--- config.mk ---
export PLATFORM = sky130hd
export DESIGN_NAME = dmu_sio_rcv_flat
export DESIGN_NICKNAME = d
export VERILOG_FILES = /design/src/rtl/dmu_sio_rcv_if.sv /design/src/rtl/dmu_sio_rcv.sv /design/src/flat_wrapper.sv
export SDC_FILE = /design/constraint.sdc
export NUM_CORES = 2
export LEC_CHECK = 0
export CAP_MARGIN = 15
export CELL_PAD_IN_SITES_DETAIL_PLACEMENT = 1
export CELL_PAD_IN_SITES_GLOBAL_PLACEMENT = 2
export CORE_MARGIN = 2
export CORE_UTILIZATION = 50
export CTS_CLUSTER_SIZE = 14
export DETAILED_ROUTE_END_ITERATION = 10
export PLACE_DENSITY_LB_ADDON = 0.05
export SLEW_MARGIN = 5
export SYNTH_ARGS = -nofsm -noshare
export SYNTH_HDL_FRONTEND = slang
export SYNTH_SLANG_ARGS = --single-unit
--- constraint.sdc ---
create_clock -name iol2clk -period 13.9 [get_ports iol2clk]
set_input_delay 2.78 -clock iol2clk [delete_from_list [all_inputs] [get_ports iol2clk]]
set_output_delay 2.78 -clock iol2clk [all_outputs]
set_load 0.05 [all_outputs]
--- src/rtl/dmu_sio_rcv_if.sv ---
// dmu_sio_rcv_if: SIU packet input and DMU core receive-side signals of dmu_sio_rcv
interface dmu_sio_rcv_if #(parameter int DEPTH = 16, parameter int CNT_W = 8);
  logic                     sio_dmu_hdr_vld;
  logic                     sio_dmu_datareq;
  logic [127:0]             sio_dmu_data;
  logic [7:0]               sio_dmu_parity;
  logic                     rcv_vld;
  logic                     rcv_rdy;
  logic [127:0]             rcv_data;
  logic                     rcv_sop;
  logic                     rcv_eop;
  logic                     rcv_perr;
  logic [$clog2(DEPTH):0]   rcv_free;
  logic                     err_proto;
  logic [CNT_W-1:0]         perr_cnt;
  logic [CNT_W-1:0]         drop_cnt;
  modport master (
    output sio_dmu_hdr_vld, sio_dmu_datareq, sio_dmu_data, sio_dmu_parity, rcv_rdy,
    input  rcv_vld, rcv_data, rcv_sop, rcv_eop, rcv_perr, rcv_free, err_proto, perr_cnt, drop_cnt
  );
  modport slave (
    input  sio_dmu_hdr_vld, sio_dmu_datareq, sio_dmu_data, sio_dmu_parity, rcv_rdy,
    output rcv_vld, rcv_data, rcv_sop, rcv_eop, rcv_perr, rcv_free, err_proto, perr_cnt, drop_cnt
  );
endinterface

--- src/rtl/dmu_sio_rcv.sv ---
// dmu_sio_rcv: SIU->DMU packet capture with header-time admission, lane parity check and beat FIFO
module dmu_sio_rcv #(
  parameter int DEPTH = 16,
  parameter int CNT_W = 8
) (
  input logic iol2clk,
  input logic rst,
  dmu_sio_rcv_if.slave s
);
  localparam int AW = $clog2(DEPTH);
  typedef enum logic [1:0] {IDLE, PAYLOAD, DROP} state_t;
  state_t st;
  logic [1:0] beat_cnt;
  logic [AW:0] wp, rp, free;
  logic [130:0] mem [DEPTH];
  logic [130:0] head;
  logic [7:0] lane_par;
  logic hdr, admit, push, pop, perr, push_sop, push_eop;
  logic [AW:0] need;
  always_comb begin
    for (int i = 0; i < 8; i++) lane_par[i] = ^s.sio_dmu_data[16*i +: 16];
  end
  assign perr     = |(lane_par ^ s.sio_dmu_parity);
  assign hdr      = (st == IDLE) && s.sio_dmu_hdr_vld;
  assign need     = s.sio_dmu_datareq ? (AW+1)'(5) : (AW+1)'(1);
  assign admit    = hdr && (free >= need);
  assign push     = admit || (st == PAYLOAD);
  assign push_sop = (st == IDLE);
  assign push_eop = (st == IDLE) ? ~s.sio_dmu_datareq : (beat_cnt == 2'd3);
  assign pop      = s.rcv_vld && s.rcv_rdy;
  // Empty head reads as zero so rcv_* are clean out of reset and between packets
  assign s.rcv_vld  = (wp != rp);
  assign head       = s.rcv_vld ? mem[rp[AW-1:0]] : '0;
  assign s.rcv_data = head[130:3];
  assign s.rcv_sop  = head[2];
  assign s.rcv_eop  = head[1];
  assign s.rcv_perr = head[0];
  assign s.rcv_free = free;
  always_ff @(posedge iol2clk) begin
    if (push) mem[wp[AW-1:0]] <= {s.sio_dmu_data, push_sop, push_eop, perr};
  end
  always_ff @(posedge iol2clk or posedge rst) begin
    if (rst) begin
      st          <= IDLE;
      beat_cnt    <= '0;
      wp          <= '0;
      rp          <= '0;
      free        <= (AW+1)'(DEPTH);
      s.err_proto <= 1'b0;
      s.perr_cnt  <= '0;
      s.drop_cnt  <= '0;
    end else begin
      wp          <= wp + (AW+1)'(push);
      rp          <= rp + (AW+1)'(pop);
      free        <= free - (AW+1)'(push) + (AW+1)'(pop);
      s.err_proto <= s.sio_dmu_hdr_vld && (st != IDLE);
      if (push && perr && ~&s.perr_cnt) s.perr_cnt <= s.perr_cnt + 1'b1;
      if (hdr && !admit && ~&s.drop_cnt) s.drop_cnt <= s.drop_cnt + 1'b1;
      if (st == IDLE) begin
        if (hdr && s.sio_dmu_datareq) st <= admit ? PAYLOAD : DROP;
      end else begin
        beat_cnt <= beat_cnt + 2'd1;
        if (beat_cnt == 2'd3) st <= IDLE;
      end
    end
  end
endmodule

--- src/flat_wrapper.sv ---
// flat-port wrapper written by rule: the top's interface ports become plain ports
module dmu_sio_rcv_flat 
#(
  parameter int DEPTH = 16,
  parameter int CNT_W = 8
)
  (iol2clk, rst, s_sio_dmu_hdr_vld, s_sio_dmu_datareq, s_sio_dmu_data, s_sio_dmu_parity, s_rcv_rdy, s_rcv_vld, s_rcv_data, s_rcv_sop, s_rcv_eop, s_rcv_perr, s_rcv_free, s_err_proto, s_perr_cnt, s_drop_cnt);
  dmu_sio_rcv_if #(.DEPTH(DEPTH), .CNT_W(CNT_W)) s_i ();
  input logic iol2clk;
  input logic rst;
  input wire logic [$bits(s_i.sio_dmu_hdr_vld)-1:0] s_sio_dmu_hdr_vld;
  input wire logic [$bits(s_i.sio_dmu_datareq)-1:0] s_sio_dmu_datareq;
  input wire logic [$bits(s_i.sio_dmu_data)-1:0] s_sio_dmu_data;
  input wire logic [$bits(s_i.sio_dmu_parity)-1:0] s_sio_dmu_parity;
  input wire logic [$bits(s_i.rcv_rdy)-1:0] s_rcv_rdy;
  output wire logic [$bits(s_i.rcv_vld)-1:0] s_rcv_vld;
  output wire logic [$bits(s_i.rcv_data)-1:0] s_rcv_data;
  output wire logic [$bits(s_i.rcv_sop)-1:0] s_rcv_sop;
  output wire logic [$bits(s_i.rcv_eop)-1:0] s_rcv_eop;
  output wire logic [$bits(s_i.rcv_perr)-1:0] s_rcv_perr;
  output wire logic [$bits(s_i.rcv_free)-1:0] s_rcv_free;
  output wire logic [$bits(s_i.err_proto)-1:0] s_err_proto;
  output wire logic [$bits(s_i.perr_cnt)-1:0] s_perr_cnt;
  output wire logic [$bits(s_i.drop_cnt)-1:0] s_drop_cnt;
  assign s_i.sio_dmu_hdr_vld = s_sio_dmu_hdr_vld;
  assign s_i.sio_dmu_datareq = s_sio_dmu_datareq;
  assign s_i.sio_dmu_data = s_sio_dmu_data;
  assign s_i.sio_dmu_parity = s_sio_dmu_parity;
  assign s_i.rcv_rdy = s_rcv_rdy;
  assign s_rcv_vld = s_i.rcv_vld;
  assign s_rcv_data = s_i.rcv_data;
  assign s_rcv_sop = s_i.rcv_sop;
  assign s_rcv_eop = s_i.rcv_eop;
  assign s_rcv_perr = s_i.rcv_perr;
  assign s_rcv_free = s_i.rcv_free;
  assign s_err_proto = s_i.err_proto;
  assign s_perr_cnt = s_i.perr_cnt;
  assign s_drop_cnt = s_i.drop_cnt;
  dmu_sio_rcv #(.DEPTH(DEPTH), .CNT_W(CNT_W)) u_core (.iol2clk(iol2clk), .rst(rst), .s(s_i));
endmodule
==> impl_results.md <==
* Top library cells by usage in the layout, fill and taps aside: edfxtp_1 (2096), mux4_2 (655), clkdlybuf4s50_1 (294)
* Pleak at 0.0296 uW
* Drc violations at 0
* Clk root buf: clkbuf_16
* Fmax at 106 MHz
* Asr flop ratio synth at 0.0169
* GRT Max-Usage Layer: met2
* Syn_nets at 3504
* Worst IR Drop VDD at 0.000200 V
* CTS resizes at 0
* Worst-Margin Slew at 1210 ps
* Post-synth EDFFs at 2096
* Syn avg cell area at 24.6 um^2
* Post-synthesis cell area at 82200 um^2
* Seq/Total Area, Yosys at 0.777
* Clock share of power at 0.245
* Clock slew at reported path FFs at 60 ps
* Largest cells by area after synthesis: edfxtp_1 (77%), mux4_2 (18%), xnor2_1 (1.2%)
* Worst clock skew at 27.1 ps
* GR Util met2 at 0.405
* Setup TNS at 0 ps
* I/O Pins at 295
* Met3 Use GR at 0.0476
* DIE AREA at 168000 um^2
* Syn Inst Count at 3348
* Share of cells above drive strength 1 at 0.262
* CP max stage delay at 930 ps
* TritonRoute pass-1 iters at 5
* Top-area cell type share of the netlist area at 0.766
* Post-CTS Hold Buffers at 0
* Gpl congestion at 0.738
* Max-cap violations at 0
* Synth Register Bits at 2132
* Slew Viols, Final at 0
* Num Clock Sinks at 2132
* Initial Utilization at 0.504
* Final nets at 3920
* Clk buf depth at 3
* Util after Layout at 0.582
* Worst setup EP type: primary output
* Routed WL at 199000 um
* Met1 Usage GRT at 0.334
* Switching portion of total power at 0.349
* Register share of total power at 0.372
* Commonest non-fill, non-tap cell in the layout: edfxtp_1
* Switching power at 7970 uW
* DRT iter0 DRCs at 3265
* Crit share post-route at 0.677
* Die width at 409 um
* Worst-Skew Late Latency at 850 ps
* IO buf count at 294
* Core ar. at 163000 um^2
* Status: complete, no violations
* Crit-path cells: buf_12, buf_4, buf_4, mux4_2, mux4_2, nor2b_1, clkdlybuf4s50_1
* Shortest period the worst path allows at 9400 ps
* CTS tree: done
* CP max FO at 162
* # setup viols final at 0
* Number of CTS-inserted buffers at 215
* Area leader, netlist: edfxtp_1
* Setup Crit Path Kind: reg2out
* WL/cell at 32.5 um
* Initial antenna violation count at 15
* Worst hold path class: reg2reg
* Netlist cell types at 37
* Combinational share of power at 0.383
* Worst Path Arrival at 6620 ps
* Htree depth at 4
* Power per cell area at 240 nW/um^2
* Post-DRT Antenna Nets at 0
* Area delta synth->final at 15.4%
* First-pass GRT wire length at 291000 um
* Tot GR Track Use at 0.242
* Synth warnings at 0
* Crit-path slowest cell: buf_4
* RSZ-0062 raised after global routing: false
* Via-per-instance ratio at 6.00
* Final Hold Fails at 0
* Pint at 14800 uW
* Largest net degree at the start of global routing at 163
* Synth Flop Type: edfxtp_1
* Via count at 36800
* Global route total overflow at 0
* Num rows at 148
* Slew Limit Headroom at 0.196
* Worst path required time at 11120 ps
* HPWL after DPL at 98600 um
* Worst reg-to-reg setup slack at 9310 ps
* Die Ht at 409 um
* Critical Path Source Type: flip-flop
* Number of global-route vias before repair at 40500
* Post-CTS Setup Bufs at 0
power groups by stage:
stage | registers [uW] | clock network (uW) | logic, uW
5_1_grt | 8550 | 5940 | 9220
2_1_floorplan | 8710 | 0 | 5830
4_1_cts | 8480 | 5720 | 8930
6_report | 8470 | 5600 | 8730
3_5_place_dp | 8610 | 0 | 8890
3_3_place_gp | 8530 | 0 | 8830
registers in the layout, indices dropped and copies added, names as in the netlist:
register	count
u_core.s.perr_cnt	8
u_core.s.rcv_free	5
u_core.beat_cnt	2
u_core.rp	5
u_core.s.err_proto	1
u_core.st	2
u_core.wp	5
u_core.s.drop_cnt	8
u_core.mem	2096
cells by family (layout without fill, tap and decap cells):
kind of cell | after synthesis | in the layout | synth area share
AOI/OAI and AO/OA | 10 | 10 | 0.000791
muxes | 660 | 660 | 0.180
adders and majority gates | 15 | 15 | 0.00237
xor gates and xnor gates | 150 | 150 | 0.0170
buffers and inverters | 182 | 778 | 0.00878
DFF | 2132 | 2132 | 0.777
and+or+nand+nor | 199 | 199 | 0.0142
other | 0 | 5 | 0
synthesized netlist by cell type, types with 2 or more instances:
cell,number
xnor3_1,6
xor2_1,29
o22ai_1,2
xnor2_1,115
clkbuf_1,109
nand3_1,11
mux2_2,3
nand3b_1,3
nand2_1,11
nand2b_1,3
buf_1,24
nor2b_1,133
dfrtp_1,35
mux4_2,655
nor3_1,7
edfxtp_1,2096
ha_1,14
nand4_1,3
a21o_1,2
buf_2,31
nor2_1,19
a21oi_1,3
inv_1,18
nor4_1,2
and3_1,2
layout make-up:
type | count | area, um^2
clock buffers | 273 | 5640
flip-flops and latches | 2132 | 63900
well taps | 2175 | 2720
diodes | 5 | 12.5
repair buffers | 363 | 3620
clock inverters | 124 | 1160
inverters | 18 | 67.6
fillers | 13200 | 68100
multi-input cells | 1034 | 17700
path summary, 6_finish.rpt:
path	startpoint	end	cells past startpoint
min in group asynchronous	rst	u_core.s.perr_cnt[0]	3
max in group asynchronous	rst	u_core.rp[0]	3
worst min-delay path	u_core.beat_cnt[0]	u_core.beat_cnt[0]	1
worst max register to register	u_core.s.rcv_free[2]	u_core.mem[4][44]	9
worst max-delay path	u_core.rp[1]	s_rcv_data[41]	7
worst min register to register	u_core.beat_cnt[0]	u_core.beat_cnt[0]	1
metrics by stage:
stage                     hold slack [ps]  cells  total power (uW)  cell area [um^2]  setup slack [ps]
after floorplan                       453   3348             14500             82200               264
after CTS                             490   6119             23100             94800              4470
after global routing                  507   6121             23700             94800              4250
final                                 486   6124             22800             94800              4500
after global placement                467   5722             17400             88000              5490
after detailed placement              480   5722             17500             88000              5390
critical path, delay by kind of cell (launching register included):
| kind | cells | cell delay [ps] |
|---|---|---|
| mux | 2 | 880 |
| flops | 1 | 870 |
| buf+inv | 4 | 3430 |
| simple gates | 1 | 150 |
per-layer routing:
layer / wire length (um) / share of wire / vias to the layer above
met2: 102000 / 0.51 / 1029
li1: - / - / 15100
met1: 82600 / 0.42 / 20300
met3: 11300 / 0.057 / 246
met4: 3230 / 0.016 / 14
met5: 97 / 0.00049 / -
(Power assumes the default switching activity.)
